<file path="src/rtl/alu_operand_pkg.sv">
// alu_operand_pkg: shared operand-select encoding for the ALU operand stage
package alu_operand_pkg;
    typedef enum logic [1:0] {
        SEL_REG  = 2'd0,
        SEL_IMM  = 2'd1,
        SEL_FWD  = 2'd2,
        SEL_ZERO = 2'd3
    } sel_t;
endpackage

</file>
<file path="src/rtl/operand_fifo.sv">
// operand_fifo: DEPTH-entry FIFO of resolved operand entries
// Ports: clk, rst_n (async active-low), push/pop requests, wdata in,
// rdata out (reads 0 when empty), full/empty flags from the registered count.
module operand_fifo #(
    parameter type T     = logic,
    parameter int  DEPTH = 2
) (
    input  logic clk,
    input  logic rst_n,
    input  logic push,
    input  logic pop,
    input  T     wdata,
    output T     rdata,
    output logic full,
    output logic empty
);
    localparam int AW = $clog2(DEPTH);
    localparam int CW = $clog2(DEPTH + 1);

    T              mem_q [DEPTH];
    logic [AW-1:0] wr_ptr_d, wr_ptr_q, rd_ptr_d, rd_ptr_q;
    logic [CW-1:0] count_d, count_q;
    logic          do_push, do_pop;

    assign full  = count_q == CW'(DEPTH);
    assign empty = count_q == '0;
    assign rdata = empty ? '0 : mem_q[rd_ptr_q];

    always_comb begin
        do_push  = push & ~full;
        do_pop   = pop & ~empty;
        // Power-of-two depth makes pointer wrap a natural overflow.
        wr_ptr_d = do_push ? wr_ptr_q + 1'b1 : wr_ptr_q;
        rd_ptr_d = do_pop ? rd_ptr_q + 1'b1 : rd_ptr_q;
        count_d  = count_q + CW'(do_push) - CW'(do_pop);
    end

    always_ff @(posedge clk or negedge rst_n) begin
        if (!rst_n) begin
            wr_ptr_q <= '0;
            rd_ptr_q <= '0;
            count_q  <= '0;
        end else begin
            wr_ptr_q <= wr_ptr_d;
            rd_ptr_q <= rd_ptr_d;
            count_q  <= count_d;
        end
    end

    // Storage needs no reset: an empty count masks whatever it holds.
    always_ff @(posedge clk) begin
        if (do_push) mem_q[wr_ptr_q] <= wdata;
    end
endmodule

</file>
<file path="src/rtl/alu_operand_stage.sv">
// alu_operand_stage: resolves ALU operand sources and buffers them for the ALU
// Ports: clk, rst_n (async active-low); in_valid/in_ready request handshake with
// sel1/sel2 source selects, operand1/operand2, imm/imm_sext, fwd_result/fwd_valid;
// out_valid/out_ready head handshake with alu_op1/alu_op2; stall_cnt (16-bit,
// saturating count of cycles the ALU held off a valid head).
// Macro ALU_OPERAND_FWD_EN enables the forwarding source; without it SEL_FWD
// falls back to the register source and the fwd ports are ignored.
module alu_operand_stage
    import alu_operand_pkg::*;
#(
    parameter int WIDTH = 8,
    parameter int IMM_W = 4,
    parameter int DEPTH = 2
) (
    input  logic             clk,
    input  logic             rst_n,
    input  logic             in_valid,
    output logic             in_ready,
    input  logic [1:0]       sel1,
    input  logic [1:0]       sel2,
    input  logic [WIDTH-1:0] operand1,
    input  logic [WIDTH-1:0] operand2,
    input  logic [IMM_W-1:0] imm,
    input  logic             imm_sext,
    input  logic [WIDTH-1:0] fwd_result,
    input  logic             fwd_valid,
    output logic             out_valid,
    input  logic             out_ready,
    output logic [WIDTH-1:0] alu_op1,
    output logic [WIDTH-1:0] alu_op2,
    output logic [15:0]      stall_cnt
);
`ifdef ALU_OPERAND_FWD_EN
    localparam logic FWD_EN = 1'b1;
`else
    localparam logic FWD_EN = 1'b0;
`endif

    typedef struct packed {
        logic [WIDTH-1:0] op1;
        logic [WIDTH-1:0] op2;
    } entry_t;

    entry_t           wr_entry, rd_entry;
    logic             push, pop, full, empty, fwd_ok;
    logic [WIDTH-1:0] imm_ext;
    logic [15:0]      stall_cnt_d, stall_cnt_q;

    if (IMM_W == WIDTH) begin : g_imm_full
        assign imm_ext = imm;
    end else begin : g_imm_ext
        assign imm_ext = {{(WIDTH - IMM_W){imm_sext & imm[IMM_W-1]}}, imm};
    end

    function automatic logic [WIDTH-1:0] pick(input sel_t s, input logic [WIDTH-1:0] r,
                                              input logic [WIDTH-1:0] i, input logic f,
                                              input logic [WIDTH-1:0] fv);
        return s == SEL_IMM ? i : s == SEL_ZERO ? '0 : (s == SEL_FWD && f) ? fv : r;
    endfunction

    assign in_ready  = ~full;
    assign out_valid = ~empty;
    assign push      = in_valid & in_ready;
    assign pop       = out_valid & out_ready;
    assign alu_op1   = rd_entry.op1;
    assign alu_op2   = rd_entry.op2;
    assign stall_cnt = stall_cnt_q;

    always_comb begin
        fwd_ok       = FWD_EN & fwd_valid;
        wr_entry.op1 = pick(sel_t'(sel1), operand1, imm_ext, fwd_ok, fwd_result);
        wr_entry.op2 = pick(sel_t'(sel2), operand2, imm_ext, fwd_ok, fwd_result);
        stall_cnt_d  = (out_valid && !out_ready && stall_cnt_q != 16'hFFFF) ? stall_cnt_q + 16'd1 : stall_cnt_q;
    end

    always_ff @(posedge clk or negedge rst_n) begin
        if (!rst_n) stall_cnt_q <= '0;
        else stall_cnt_q <= stall_cnt_d;
    end

    operand_fifo #(.T(entry_t), .DEPTH(DEPTH)) u_fifo (
        .clk   (clk),
        .rst_n (rst_n),
        .push  (push),
        .pop   (pop),
        .wdata (wr_entry),
        .rdata (rd_entry),
        .full  (full),
        .empty (empty)
    );
endmodule

</file>
<file path="config.mk">
export PLATFORM = sky130hd
export DESIGN_NAME = alu_operand_stage
export DESIGN_NICKNAME = d
export VERILOG_FILES = /design/src/rtl/alu_operand_pkg.sv /design/src/rtl/operand_fifo.sv /design/src/rtl/alu_operand_stage.sv
export SDC_FILE = /design/constraint.sdc
export NUM_CORES = 1
export LEC_CHECK = 0
export CAP_MARGIN = 15
export CORE_MARGIN = 2
export CORE_UTILIZATION = 52
export CTS_BUF_LIST = sky130_fd_sc_hd__clkbuf_8
export DETAILED_ROUTE_END_ITERATION = 10
export PLACE_DENSITY = 0.94
export SLEW_MARGIN = 20
export SYNTH_ARGS = -nofsm -noshare
export SYNTH_HDL_FRONTEND = slang
export SYNTH_SLANG_ARGS = --single-unit
</file>
<file path="constraint.sdc">
create_clock -name clk -period 3.2 [get_ports clk]
set_input_delay 0.48 -clock clk [delete_from_list [all_inputs] [get_ports clk]]
set_output_delay 0.48 -clock clk [all_outputs]
set_load 0.03 [all_outputs]
</file>
==> results of run 1 <==
## worst paths after layout
check | slack (ns) | to | start
worst max-delay path | 0.57 | alu_op1[2] | u_fifo.rd_ptr_q
worst min-delay path | 0.49 | stall_cnt[15] | stall_cnt[15]
worst max register to register | 1.40 | stall_cnt[11] | stall_cnt[2]
worst min register to register | 0.49 | stall_cnt[15] | stall_cnt[15]
max in group asynchronous | 1.98 | stall_cnt[6] | rst_n
min in group asynchronous | 0.67 | stall_cnt[7] | rst_n
## through the flow
stage          utilization [%]  power, W  cells  area, um^2  hold WS, ns
5_1_grt                  72.25  0.002793    331        3189       0.5117
6_report                 72.25  0.002652    331        3189       0.4919
3_5_place_dp             70.44  0.002335    323        3109       0.4887
2_1_floorplan                -  0.001784    210        2414       0.1844
4_1_cts                  72.25  0.002668    331        3189       0.5004
3_3_place_gp             70.44  0.002274    323        3109       0.4746
## power breakdown
| group | internal [W] | leakage (nW) | total [W] | switching (W) |
|---|---|---|---|---|
| sequential | 0.000900 | 0.561 | 0.00104 | 0.000142 |
| combinational | 0.000533 | 0.686 | 0.00127 | 0.000733 |
| clock | 0.000146 | 0.0519 | 0.000344 | 0.000198 |
## synthesized netlist by cell type, drive strengths merged
cell     instances
o211ai           1
nand4            6
nand2b           2
edfxtp          32
mux2             2
buf              1
and4             1
nor3             4
or4              1
and3             1
or3              1
o21bai           1
nor2            24
ha               3
inv             25
xor2             4
o22ai            5
a31oi            2
o2111ai          1
nand3            8
nor4             2
nand2           14
o21a             2
nand4b           1
a21oi            1
nor2b            2
clkbuf           4
o21ai           12
nor3b            1
mux2i           16
xnor2           10
dfrtp           20
## final cells by class
type                            count  area (um^2)  share of cell area (%)
Clock buffer                        5        68.82                   2.158
Clock inverter                      3        11.26                  0.3531
Inverter                           25        93.84                   2.942
Multi-Input combinational cell    128        838.3                   26.28
Sequential cell                    52         1461                   45.82
Tap cell                           52        65.06                   2.040
Timing Repair Buffer               66        650.6                   20.40
## routing by layer
| metal | vias to the layer above | track usage, % | share of wire, % |
|---|---|---|---|
| li1 | 870 | - | - |
| met1 | 881 | 25.37 | 39 |
| met2 | 70 | 36.29 | 52 |
| met3 | 15 | 3.194 | 5.2 |
| met4 | 0 | 11.74 | 3.4 |
| met5 | - | 0 | 0 |
## logic make-up after synthesis
family,Yosys count
and+or+nand+nor,68
DFF,52
buffers and inverters,30
AOI/OAI and AO/OA,25
muxes,18
xor gates and xnor gates,14
adders and majority gates,3
## worst max-delay path, stage by stage (launching register included)
cell and delay [ns]:
sky130_fd_sc_hd__dfrtp_1 0.67, sky130_fd_sc_hd__buf_4 0.29, sky130_fd_sc_hd__mux2i_1 0.09, sky130_fd_sc_hd__nor2_1 0.10, sky130_fd_sc_hd__clkdlybuf4s50_1 0.69
## flip-flops by register name, indices dropped and copies added (netlist names)
name / flops
stall_cnt: 16
u_fifo.count_q: 2
u_fifo.mem_q: 32
u_fifo.rd_ptr_q: 1
u_fifo.wr_ptr_q: 1
==> summary.json, run 1 <==
{
  "run_status": {"value": "completed"},
  "yosys.area_share.adder": {"value": 1.555, "unit": "%"},
  "dp.final_hpwl": {"value": 3950, "unit": "um"},
  "clock_path_buffers": {"value": 2},
  "crit_fanout": {"value": 10},
  "ctsHtreeMaxLevel": {"value": 2},
  "synth.top_cell.area_share": {"value": 39.81, "unit": "%"},
  "timing.critical_path.from_type": {"value": "flip-flop"},
  "cts_tree": {"value": "built"},
  "die-height": {"value": 72.13, "unit": "um"},
  "synth_top_cells_by_area": {"value": "sky130_fd_sc_hd__edfxtp_1, sky130_fd_sc_hd__dfrtp_1, sky130_fd_sc_hd__mux2i_1"},
  "timing.hold.worst_path_depth": {"value": 1},
  "drt_first_pass_iters": {"value": 4},
  "min_delay_path_class": {"value": "reg2reg"},
  "setup_viol_count_final": {"value": 0},
  "max_clock_freq": {"value": 379.6, "unit": "MHz"},
  "power.density_cell_area": {"value": 831.6, "unit": "nW/um^2"},
  "grt_pass1_wl": {"value": 8280, "unit": "um"},
  "final_net_count": {"value": 319},
  "floorplan.initialDensity": {"value": 54.68, "unit": "%"},
  "netlist.top_cell.by_area": {"value": "sky130_fd_sc_hd__edfxtp_1"},
  "period_needed": {"value": 2.634, "unit": "ns"},
  "fill_cells": {"value": 294},
  "syn_inst": {"value": 210},
  "cp.arrival": {"value": 2.15, "unit": "ns"},
  "clk-insertion-delay-late": {"value": 0.30, "unit": "ns"},
  "cts_setup_buffers": {"value": 0},
  "ios": {"value": 72},
  "post_synth_and_or_nand_nor_area_fraction": {"value": 14.26, "unit": "%"},
  "worst-endpoint-required": {"value": 2.72, "unit": "ns"},
  "grt.overflow.total": {"value": 0},
  "final_max_slew_viol_count": {"value": 0},
  "global_route.usage.total": {"value": 21.11, "unit": "%"},
  "cts.clk_slew.worst_paths": {"value": 0.09, "unit": "ns"},
  "finalWeightedCongestion": {"value": 0.8482},
  "clock_sinks": {"value": 52},
  "area_of_the_die": {"value": 5203, "unit": "um^2"},
  "post_route_cells_drive_above_1_share": {"value": 5.735, "unit": "%"},
  "finalClockSkew": {"value": 0.004208, "unit": "ns"},
  "synth_compound_area_share": {"value": 6.273, "unit": "%"},
  "placementRows": {"value": 24},
  "cts_made_buffers": {"value": 5},
  "finalHoldViolCount": {"value": 0},
  "vdd_ir_drop_max": {"value": 494.4, "unit": "uV"},
  "critPathCaptureType": {"value": "output pin"},
  "worst-setup-path-type": {"value": "reg2out"},
  "most_common_cell_after_layout_fill_and_taps_aside": {"value": "sky130_fd_sc_hd__clkdlybuf4s50_1"},
  "detail_route.vias_per_cell": {"value": 5.547},
  "vias": {"value": 1836},
  "syn_to_layout_area_delta": {"value": 32.14, "unit": "%"},
  "synth.ff_latch_count": {"value": 52},
  "final_cell_mix": {"value": "sky130_fd_sc_hd__clkdlybuf4s50_1, sky130_fd_sc_hd__edfxtp_1, sky130_fd_sc_hd__inv_1"},
  "postRouteWirelength": {"value": 5161, "unit": "um"},
  "final_critical_path_setup_slack": {"value": 0.5658, "unit": "ns"},
  "grt_antenna_before_repair": {"value": 0},
  "synth_area_per_cell": {"value": 11.49, "unit": "um^2"},
  "cts_resized": {"value": 0},
  "residual_antenna_violating_net_count_after_detailed_routing": {"value": 0},
  "core": {"value": 4414, "unit": "um^2"},
  "synth_cell_type_count": {"value": 34},
  "timing.final.crit_share": {"value": 82.32, "unit": "%"},
  "clock_tree.root_cell": {"value": "sky130_fd_sc_hd__clkbuf_8"},
  "ys_warn_count": {"value": 0},
  "drcViolationCount": {"value": 0},
  "synth_top_family_by_area": {"value": "simple AND/OR/NAND/NOR gates"},
  "yosysSeqAreaShare": {"value": 60.55, "unit": "%"},
  "postCtsHoldBufs": {"value": 0},
  "synth-xor-area-share": {"value": 5.080, "unit": "%"},
  "worst_slew_pin_slew": {"value": 0.8909, "unit": "ns"},
  "muxShareOfSynthArea": {"value": 7.569, "unit": "%"},
  "power_leakage": {"value": 1.298, "unit": "nW"},
  "postSynthNetCount": {"value": 251},
  "setup_total_negative_slack": {"value": 0, "unit": "ns"},
  "vias_in_the_first_global_route": {"value": 1822},
  "r2r.worst_path.cells": {"value": 4},
  "violation_count_after_the_first_detailed_routing_iteration": {"value": 196},
  "max_cap_viol_count": {"value": 0},
  "routedWlPerCell": {"value": 15.59, "unit": "um"},
  "buffer_ports.inserted": {"value": 62},
  "n_antenna_cell": {"value": 0},
  "placement_setup_slack": {"value": 0.8571, "unit": "ns"},
  "synthesis.area": {"value": 2414, "unit": "um^2"},
  "grt_start_max_net_pins": {"value": 21},
  "maxSlewHeadroom": {"value": 40.42, "unit": "%"},
  "rsz0062_at_grt": {"value": "false"},
  "fp.dieW": {"value": 72.13, "unit": "um"}
}
Power figures use the tool's default switching activity.
==> run 2: changes to the inputs <==
--- a/config.mk
+++ b/config.mk
@@ -7,10 +7,10 @@
 export LEC_CHECK = 0
 export CAP_MARGIN = 15
 export CORE_MARGIN = 2
-export CORE_UTILIZATION = 52
+export CORE_UTILIZATION = 49
 export CTS_BUF_LIST = sky130_fd_sc_hd__clkbuf_8
 export DETAILED_ROUTE_END_ITERATION = 10
-export PLACE_DENSITY = 0.94
+export PLACE_DENSITY = 0.9
 export SLEW_MARGIN = 20
 export SYNTH_ARGS = -nofsm -noshare
 export SYNTH_HDL_FRONTEND = slang
==> constraint.sdc (replaced) <==
create_clock -name clk -period 2.6 [get_ports clk]
set_input_delay 0.39 -clock clk [delete_from_list [all_inputs] [get_ports clk]]
set_output_delay 0.39 -clock clk [all_outputs]
set_load 0.03 [all_outputs]
==> run 2 against run 1 <==
Setup slack got worse by 0.27 ns. Sequential share of layout area decreased by 0.39 points. Sequential power increased by 19%. Combinational power increased by 25%. Utilization decreased by 4.1 points. Sequential cell count unchanged. Largest cell class unchanged. Global-route usage decreased by 1.9 points. Register-to-register slack got worse by 0.62 ns. Cell count increased by 4.5%.
==> summary.json, run 2 (same netlist as run 1, synthesis figures left out) <==
{
  "critical_path.endpoint": {"value": "alu_op2[1]"},
  "vdd_ir_drop_max": {"value": 818.6, "unit": "uV"},
  "fill_cells": {"value": 349},
  "ctsHtreeMaxLevel": {"value": 2},
  "drcViolationCount": {"value": 0},
  "violation_count_after_the_first_detailed_routing_iteration": {"value": 136},
  "r2r.worst_path.cells": {"value": 4},
  "detail_route.vias_per_cell": {"value": 5.113},
  "vias": {"value": 1769},
  "postRouteWirelength": {"value": 4885, "unit": "um"},
  "maxSlewHeadroom": {"value": 40.57, "unit": "%"},
  "seqPwrFrac": {"value": 38.0, "unit": "%"},
  "numPlacedInstances": {"value": 338},
  "critPathCaptureType": {"value": "output pin"},
  "syn_to_layout_area_delta": {"value": 33.28, "unit": "%"},
  "cts_resized": {"value": 0},
  "critical_path.reg2reg.startpoint": {"value": "stall_cnt[2]"},
  "grt_pass1_wl": {"value": 7859, "unit": "um"},
  "floorplan.initialDensity": {"value": 51.10, "unit": "%"},
  "cts_tree": {"value": "built"},
  "power.density_cell_area": {"value": 1017, "unit": "nW/um^2"},
  "grt.overflow.total": {"value": 0},
  "finalHoldViolCount": {"value": 0},
  "setup.reg_to_reg.worst_slack": {"value": 0.78, "unit": "ns"},
  "final_design_area_no_fill": {"value": 3217, "unit": "um^2"},
  "setup_viol_count_final": {"value": 0},
  "clock_path_buffers": {"value": 2},
  "n_antenna_cell": {"value": 0},
  "dp.final_hpwl": {"value": 3609, "unit": "um"},
  "placement_setup_slack": {"value": 0.3339, "unit": "ns"},
  "timing.critical_path.from_type": {"value": "flip-flop"},
  "final_net_count": {"value": 319},
  "final_max_slew_viol_count": {"value": 0},
  "core": {"value": 4723, "unit": "um^2"},
  "final-seq-area": {"value": 1461, "unit": "um^2"},
  "residual_antenna_violating_net_count_after_detailed_routing": {"value": 0},
  "number_of_flip_flops_under_the_largest_register_name": {"value": 32},
  "vias_in_the_first_global_route": {"value": 1725},
  "routedWlPerCell": {"value": 14.12, "unit": "um"},
  "final_cell_mix": {"value": "sky130_fd_sc_hd__clkdlybuf4s50_1, sky130_fd_sc_hd__edfxtp_1, sky130_fd_sc_hd__inv_1"},
  "placementRows": {"value": 25},
  "worst_hold_path_startpoint": {"value": "stall_cnt[15]"},
  "run_status": {"value": "completed"},
  "crit_fanout": {"value": 17},
  "timing.final.crit_share": {"value": 88.77, "unit": "%"},
  "post_route_cells_drive_above_1_share": {"value": 6.452, "unit": "%"},
  "rsz0062_at_grt": {"value": "false"},
  "cp.arrival": {"value": 1.92, "unit": "ns"},
  "global_route.usage.total": {"value": 19.25, "unit": "%"},
  "power.share.combinational": {"value": 48.5, "unit": "%"},
  "worst-endpoint-required": {"value": 2.21, "unit": "ns"},
  "finalClockSkew": {"value": 0.01117, "unit": "ns"},
  "finalWeightedCongestion": {"value": 0.8211},
  "placed_area": {"value": 3128, "unit": "um^2"},
  "worst-setup-path-type": {"value": "reg2out"},
  "cts.clk_slew.worst_paths": {"value": 0.09, "unit": "ns"},
  "buffer_ports.inserted": {"value": 62},
  "power.switching": {"value": 0.001322, "unit": "W"},
  "power_leakage": {"value": 1.292, "unit": "nW"},
  "clk-insertion-delay-late": {"value": 0.30, "unit": "ns"},
  "max_clock_freq": {"value": 433.2, "unit": "MHz"},
  "min_delay_path_class": {"value": "reg2reg"},
  "die-height": {"value": 74.18, "unit": "um"},
  "ios": {"value": 72},
  "worst_slew_pin_slew": {"value": 0.8886, "unit": "ns"},
  "final_critical_path_setup_slack": {"value": 0.2919, "unit": "ns"},
  "setup_total_negative_slack": {"value": 0, "unit": "ns"},
  "grt_antenna_before_repair": {"value": 0},
  "netSwitchingFraction": {"value": 40.40, "unit": "%"},
  "clock_tree.root_cell": {"value": "sky130_fd_sc_hd__clkbuf_8"},
  "final_cells": {"value": 346},
  "period_needed": {"value": 2.308, "unit": "ns"},
  "fp.dieW": {"value": 74.18, "unit": "um"},
  "cts_made_buffers": {"value": 5},
  "postCtsHoldBufs": {"value": 0},
  "max_cap_viol_count": {"value": 0},
  "power.internal": {"value": 0.001950, "unit": "W"},
  "drt_first_pass_iters": {"value": 4},
  "p_clk_share": {"value": 13.4, "unit": "%"},
  "r2r-end": {"value": "stall_cnt[11]"},
  "area_of_the_die": {"value": 5503, "unit": "um^2"},
  "crit_path_start": {"value": "u_fifo.rd_ptr_q"},
  "grt_start_max_net_pins": {"value": 21},
  "clock_sinks": {"value": 52},
  "multi_input_area": {"value": 838.3, "unit": "um^2"},
  "cts_setup_buffers": {"value": 0},
  "largest-register": {"value": "u_fifo.mem_q"},
  "most_common_cell_after_layout_fill_and_taps_aside": {"value": "sky130_fd_sc_hd__clkdlybuf4s50_1"}
}
-- run 2: through the flow --
stage	hold slack, ns	total power (W)	utilization (%)
after global placement	0.4766	0.002801	66.23
after global routing	0.5431	0.003457	68.11
after detailed placement	0.4900	0.002852	66.23
after floorplan	0.09441	0.002195	-
after CTS	0.5038	0.003308	68.11
final	0.4991	0.003272	68.11
-- run 2: worst max-delay path: stages (launching register included) --
cell,delay (ns)
sky130_fd_sc_hd__dfrtp_1,0.35
sky130_fd_sc_hd__buf_4,0.29
sky130_fd_sc_hd__mux2i_1,0.12
sky130_fd_sc_hd__nor2_1,0.15
sky130_fd_sc_hd__clkdlybuf4s50_1,0.70
-- run 2: final cells by class --
type | instances | share of cell area, %
Clock inverter | 3 | 0.6223
Sequential cell | 52 | 45.43
Inverter | 25 | 2.917
Clock buffer | 5 | 2.139
Tap cell | 67 | 2.606
Timing Repair Buffer | 66 | 20.23
Multi-Input combinational cell | 128 | 26.06
-- run 2: power groups by stage --
stage | clock [W] | combinational [W] | sequential [W]
3_3_place_gp | 0 | 0.00156 | 0.00124
2_1_floorplan | 0 | 0.000872 | 0.00132
6_report | 0.000440 | 0.00159 | 0.00124
4_1_cts | 0.000456 | 0.00161 | 0.00124
3_5_place_dp | 0 | 0.00159 | 0.00126
5_1_grt | 0.000494 | 0.00170 | 0.00127
-- run 2: worst min-delay path by stage --
stage / endpoint / slack (ns) / cells after the start
2_1_floorplan: stall_cnt[0] / 0.09 / 0
3_5_place_dp: u_fifo.wr_ptr_q / 0.49 / 1
4_1_cts: stall_cnt[15] / 0.50 / 1
6_report: stall_cnt[15] / 0.50 / 1
3_3_place_gp: u_fifo.wr_ptr_q / 0.48 / 1
5_1_grt: u_fifo.wr_ptr_q / 0.54 / 1
-- run 2: metal layers --
metal  vias to the layer above  global-route usage [%]  part of all wire [%]
met4                         0                   8.283                   2.1
met3                        10                   5.014                   5.8
met5                         -                       0                     0
li1                        873                       -                     -
met1                       816                   24.19                    41
met2                        70                   31.65                    51
